--- src/rtl/ysyx_22051013_lsu_mem_rsp.sv ---
// Load/store unit memory-response block: turns a held core request into one
// aligned memory access and returns a single-cycle completion pulse.
module ysyx_22051013_lsu_mem_rsp (
  input  logic        clk,
  input  logic        rst,
  input  logic        re,
  input  logic        we,
  input  logic        fencei,
  input  logic [63:0] data_pc,
  input  logic [63:0] ls_data,
  input  logic [2:0]  data_size,
  output logic        data_valid,
  output logic [63:0] data_temp,
  output logic        acc_err,
  output logic        mem_req,
  output logic        mem_we,
  output logic [63:0] mem_addr,
  output logic [63:0] mem_wdata,
  output logic [7:0]  mem_wstrb,
  input  logic        mem_gnt,
  input  logic        mem_rvalid,
  input  logic [63:0] mem_rdata
);

  typedef enum logic [2:0] {
    IDLE    = 3'd0,
    RD_REQ  = 3'd1,
    RD_WAIT = 3'd2,
    WR_REQ  = 3'd3,
    RESP    = 3'd4,
    GAP     = 3'd5
  } state_t;

  state_t      state_reg, state_next;
  logic [63:0] addr_reg;
  logic [63:0] wdata_reg;
  logic [2:0]  size_reg;
  logic        err_reg;
  logic [63:0] data_temp_reg;

  function automatic logic [3:0] nbytes_of(input logic [2:0] size);
    case (size)
      3'b000:  nbytes_of = 4'd1;
      3'b001:  nbytes_of = 4'd2;
      3'b010:  nbytes_of = 4'd4;
      default: nbytes_of = 4'd8;
    endcase
  endfunction

  logic        accept;
  logic        in_misaligned;
  logic [2:0]  off;
  logic [63:0] rd_shifted;
  logic [63:0] rd_data;
  logic [7:0]  strb_base;

  assign accept        = (state_reg == IDLE) && (fencei || we || re);
  assign in_misaligned = ({1'b0, data_pc[2:0]} + nbytes_of(data_size)) > 4'd8;
  assign off           = addr_reg[2:0];
  assign rd_shifted    = mem_rdata >> {off, 3'b000};

  always_comb begin
    rd_data   = rd_shifted;
    strb_base = 8'hFF;
    case (size_reg)
      3'b000: begin rd_data = {56'd0, rd_shifted[7:0]};  strb_base = 8'h01; end
      3'b001: begin rd_data = {48'd0, rd_shifted[15:0]}; strb_base = 8'h03; end
      3'b010: begin rd_data = {32'd0, rd_shifted[31:0]}; strb_base = 8'h0F; end
      default: ;
    endcase
  end

  always_comb begin
    state_next = state_reg;
    case (state_reg)
      IDLE: begin
        // fence.i never touches memory, so it skips the alignment check
        if (fencei)              state_next = RESP;
        else if (we || re) begin
          if (in_misaligned)     state_next = RESP;
          else if (we)           state_next = WR_REQ;
          else                   state_next = RD_REQ;
        end
      end
      RD_REQ:  if (mem_gnt)    state_next = RD_WAIT;
      RD_WAIT: if (mem_rvalid) state_next = RESP;
      WR_REQ:  if (mem_gnt)    state_next = RESP;
      RESP:    state_next = GAP;
      GAP:     state_next = IDLE;
      default: state_next = IDLE;
    endcase
  end

  always_ff @(posedge clk or posedge rst) begin
    if (rst) begin
      state_reg     <= IDLE;
      addr_reg      <= 64'd0;
      wdata_reg     <= 64'd0;
      size_reg      <= 3'd0;
      err_reg       <= 1'b0;
      data_temp_reg <= 64'd0;
    end else begin
      state_reg <= state_next;
      if (accept) begin
        addr_reg  <= data_pc;
        wdata_reg <= ls_data;
        size_reg  <= data_size;
        err_reg   <= !fencei && in_misaligned;
        if (!fencei && in_misaligned) data_temp_reg <= 64'd0;
      end
      if (state_reg == RD_WAIT && mem_rvalid) data_temp_reg <= rd_data;
    end
  end

  // Memory outputs derive only from latched request state, so they hold until granted
  assign data_valid = (state_reg == RESP);
  assign acc_err    = data_valid && err_reg;
  assign data_temp  = data_temp_reg;
  assign mem_req    = (state_reg == RD_REQ) || (state_reg == WR_REQ);
  assign mem_we     = (state_reg == WR_REQ);
  assign mem_addr   = {addr_reg[63:3], 3'b000};
  assign mem_wdata  = mem_we ? (wdata_reg << {off, 3'b000}) : 64'd0;
  assign mem_wstrb  = mem_we ? (strb_base << off) : 8'd0;

endmodule
--- config.mk ---
export PLATFORM = sky130hd
export DESIGN_NAME = ysyx_22051013_lsu_mem_rsp
export DESIGN_NICKNAME = d
export VERILOG_FILES = /design/src/rtl/ysyx_22051013_lsu_mem_rsp.sv
export SDC_FILE = /design/constraint.sdc
export NUM_CORES = 1
export LEC_CHECK = 0
export CAP_MARGIN = 20
export CORE_AREA = 2 2 161 163
export DETAILED_ROUTE_END_ITERATION = 7
export DIE_AREA = 0 0 163 165
export PLACE_DENSITY = 0.9
export SLEW_MARGIN = 5
export SYNTH_ARGS = -nofsm -noshare
export SYNTH_HDL_FRONTEND = slang
export SYNTH_SLANG_ARGS = --single-unit
--- constraint.sdc ---
create_clock -name clk -period 8.1 [get_ports clk]
set_clock_uncertainty 0.15 [all_clocks]
set_input_delay 2.025 -clock clk [delete_from_list [all_inputs] [get_ports clk]]
set_output_delay 2.025 -clock clk [all_outputs]
set_load 0.01 [all_outputs]
==> impl_metrics.env <==
export IMPL_use_met3_pct=7.01
export IMPL_drv_slew=0
export IMPL_period_minus_slack_ns=5.96
export IMPL_synth_adder_area_share_pct=0.506
export IMPL_setup_viol=0
export IMPL_powerDensity_mw_per_mm2=374
export IMPL_pwr_share_clk_pct=14.7
export IMPL_grt_first_pass_wirelength_microns=56800
export IMPL_areaGrowthSynthToFinish_pct=37.4
export IMPL_yosysTopAreaCellShare_pct=43.8
export IMPL_required_ns=5.93
export IMPL_ys_seq_area_share_pct=43.8
export IMPL_first_global_vias=9898
export IMPL_pin_count=406
export IMPL_synth_simple_area_share_pct=7.87
export IMPL_hold_class="register to register"
export IMPL_synth_compound_area_share_pct=13.4
export IMPL_path_class="register to output port"
export IMPL_cpMaxStageDelayCell="nor2b_2"
export IMPL_drt_iter0_drc=901
export IMPL_overflow=0
export IMPL_leakage_nw=6.26
export IMPL_viasPerCell=5.86
export IMPL_place_gp_congestion=0.937
export IMPL_path_cells="nor2b_2 > nand2_1 > o21ai_0 > a21oi_1 > nor2_1 > clkdlybuf4s50_1"
export IMPL_htree_levels=4
export IMPL_max_cap_violations=0
export IMPL_switching_share_pct=39.7
export IMPL_insertion_delay_ns=0.43
export IMPL_cp_arrival_ns=3.78
export IMPL_synth_edf_count=0
export IMPL_status="completed"
export IMPL_antenna_left=0
export IMPL_syn_area_per_cell_sq_um=11.2
export IMPL_fp_dieW_microns=163
export IMPL_setup_slack_ns=2.14
export IMPL_fmax_ghz=0.168
export IMPL_tightestPinTransition_ns=1.16
export IMPL_antenna_found_initial=1
export IMPL_drcViolationCount=0
export IMPL_seqPwrFrac_pct=33.5
export IMPL_post_place_ws_ns=2.63
export IMPL_max_slew_margin_rel_pct=22.1
export IMPL_combPwrFrac_pct=51.8
export IMPL_cpPeakStageDelay_ns=1.07
export IMPL_nets=1509
export IMPL_core_area_sq_mm=0.0250
export IMPL_cp_top_family="simple AND/OR/NAND/NOR gates"
export IMPL_drt_wl_total_microns=37800
export IMPL_grt_use_met2_pct=47.5
export IMPL_path_buf_inv=1
export IMPL_cts_tree="built"
export IMPL_postCtsSetupBuffers=0
export IMPL_cts_buffers=17
export IMPL_p_int_w=0.00352
export IMPL_ys_top_cells_by_area="dfrtp_1 44%, mux2_2 16%, mux2i_1 7.3%"
export IMPL_grt_max_degree=150
export IMPL_place_port_buffers=402
export IMPL_dieHeight_microns=165
export IMPL_grt_met1_usage_pct=33.1
export IMPL_cts_root_buf="clkbuf_16"
export IMPL_synthCells=1014
export IMPL_synth_top_family_by_area="multiplexers"
export IMPL_clkTransAtPathRegs_ns=0.08
export IMPL_rsz0062_at_grt="no"
export IMPL_busiest_layer="met2"
export IMPL_yosys_area_top_type="dfrtp_1"
export IMPL_cp_max_fo=83
export IMPL_netSwitchingPower_w=0.00232
export IMPL_cts_path_max_buffers=2
export IMPL_place_hpwl_microns=27100
export IMPL_vdd_drop_max_mv=0.201
export IMPL_ys_warn_count=0
export IMPL_final_layout_size_suffix_gt1_share_pct=17.5
export IMPL_yosysMostFrequentCell="dfrtp_1"
export IMPL_ys_types=49
export IMPL_synth_mux_area_share_pct=26.1
export IMPL_ctsResizeCount=0
export IMPL_tns_ns=0
export IMPL_startpoint_type="register"
export IMPL_fp_dieArea_sq_mm=0.0269
export IMPL_synthFlopType="dfrtp_1"
export IMPL_wl_per_cell_microns=23.0
export IMPL_initial_core_util_pct=45.4
export IMPL_detailroute_via_count=9648
export IMPL_syn_cell_area_sq_mm=0.0114
export IMPL_period_share_pct=73.6
export IMPL_cp_end_kind="output port"
export IMPL_first_pass_iters=6
export IMPL_clock_sinks=199
export IMPL_final_util_pct=62.4
export IMPL_synthTopCellsByCount="199 x dfrtp_1, 158 x mux2_2, 83 x mux2i_1"
export IMPL_ys_ff_latch=199
export IMPL_ctsHoldBuffers=0
export IMPL_power_total_w=0.00584
export IMPL_rows=58
export IMPL_synth_xor_area_share_pct=0.0771
export IMPL_hold_slack_ns=0.346
export IMPL_finalHoldViolCount=0
export IMPL_grt_usage_pct=27.8
export IMPL_async_flop_share_pct=100
-- worst register-to-register path: cells and delay by family (launching register included) --
kind / cells / cell delay, ns
AOI/OAI and AO/OA: 3 / 0.78
buffers and inverters: 1 / 0.75
and+or+nand+nor: 1 / 0.05
DFF: 1 / 1.12
muxes: 1 / 0.32
-- path summary, 6_finish.rpt --
check                      cells past startpoint  slack (ns)            end           from
max                                            6        2.14  mem_wdata[55]    addr_reg[0]
min                                            1        0.35  data_temp[24]  data_temp[24]
max reg2reg                                    6        4.87  data_temp[25]    addr_reg[1]
min reg2reg                                    1        0.35  data_temp[24]  data_temp[24]
max in group asynchronous                      4        4.33    addr_reg[1]            rst
min in group asynchronous                      2        1.83   addr_reg[50]            rst
-- metal layers --
layer | routed length, microns | part of all wire [%]
met4 | 1660 | 4.4
met1 | 14400 | 38
met3 | 3120 | 8.2
met5 | 0 | 0
met2 | 18700 | 49
-- kinds of logic after synthesis --
logic type | count (synthesis)
AO/OA/AOI/OAI | 224
adder cells (fa/ha/maj) | 4
XOR/XNOR | 1
flip-flops | 199
buffers and inverters | 151
AND/OR/NAND/NOR | 177
other | 1
multiplexers | 257
-- stage by stage --
| stage | instance area (sq um) | std cells |
|---|---|---|
| finish | 15600 | 1647 |
| detailed placement | 15000 | 1613 |
| floorplan | 11400 | 1016 |
| CTS | 15600 | 1645 |
| global placement | 15000 | 1613 |
| global route | 15600 | 1647 |
-- power groups by stage --
stage | Combinational (W) | Clock (W) | Sequential, W
after floorplan | 0.00229 | 0 | 0.00172
after global placement | 0.00293 | 0 | 0.00192
after detailed placement | 0.00300 | 0 | 0.00196
after CTS | 0.00302 | 0.000872 | 0.00195
after global routing | 0.00324 | 0.000915 | 0.00202
final | 0.00303 | 0.000857 | 0.00195
-- placed cells by master (no fill, tap or decap), drive strengths merged, types with 2 or more instances in the layout --
master	Yosys	routed
a211oi	42	42
buf	122	10
nor4	3	3
and3	2	2
nand2b	10	10
o22ai	12	12
nor3	8	8
ha	3	3
mux2i	83	83
nor3b	4	4
o21ai	36	36
a21o	2	2
o2bb2ai	27	27
mux2	158	158
a21oi	59	59
nor2	68	68
and2	9	9
mux4	16	16
clkbuf	22	17
clkinvlp	0	2
nor2b	35	35
dfrtp	199	199
clkinv	0	6
inv	7	14
conb	1	3
a22o	37	37
nand2	33	33
clkdlybuf4s50	0	402
-- area by class of cell --
cell class                      instances  area, sq um
Tap cell                              330          413
Clock buffer                           17          425
Timing Repair Buffer                  412         4120
Antenna cell                            1         2.50
Sequential cell                       199         4990
Fill cell                            1961         9420
Clock inverter                         15          155
Inverter                                7         33.8
Multi-Input combinational cell        666         5480
Note: power is estimated with default switching activity, not from simulation.
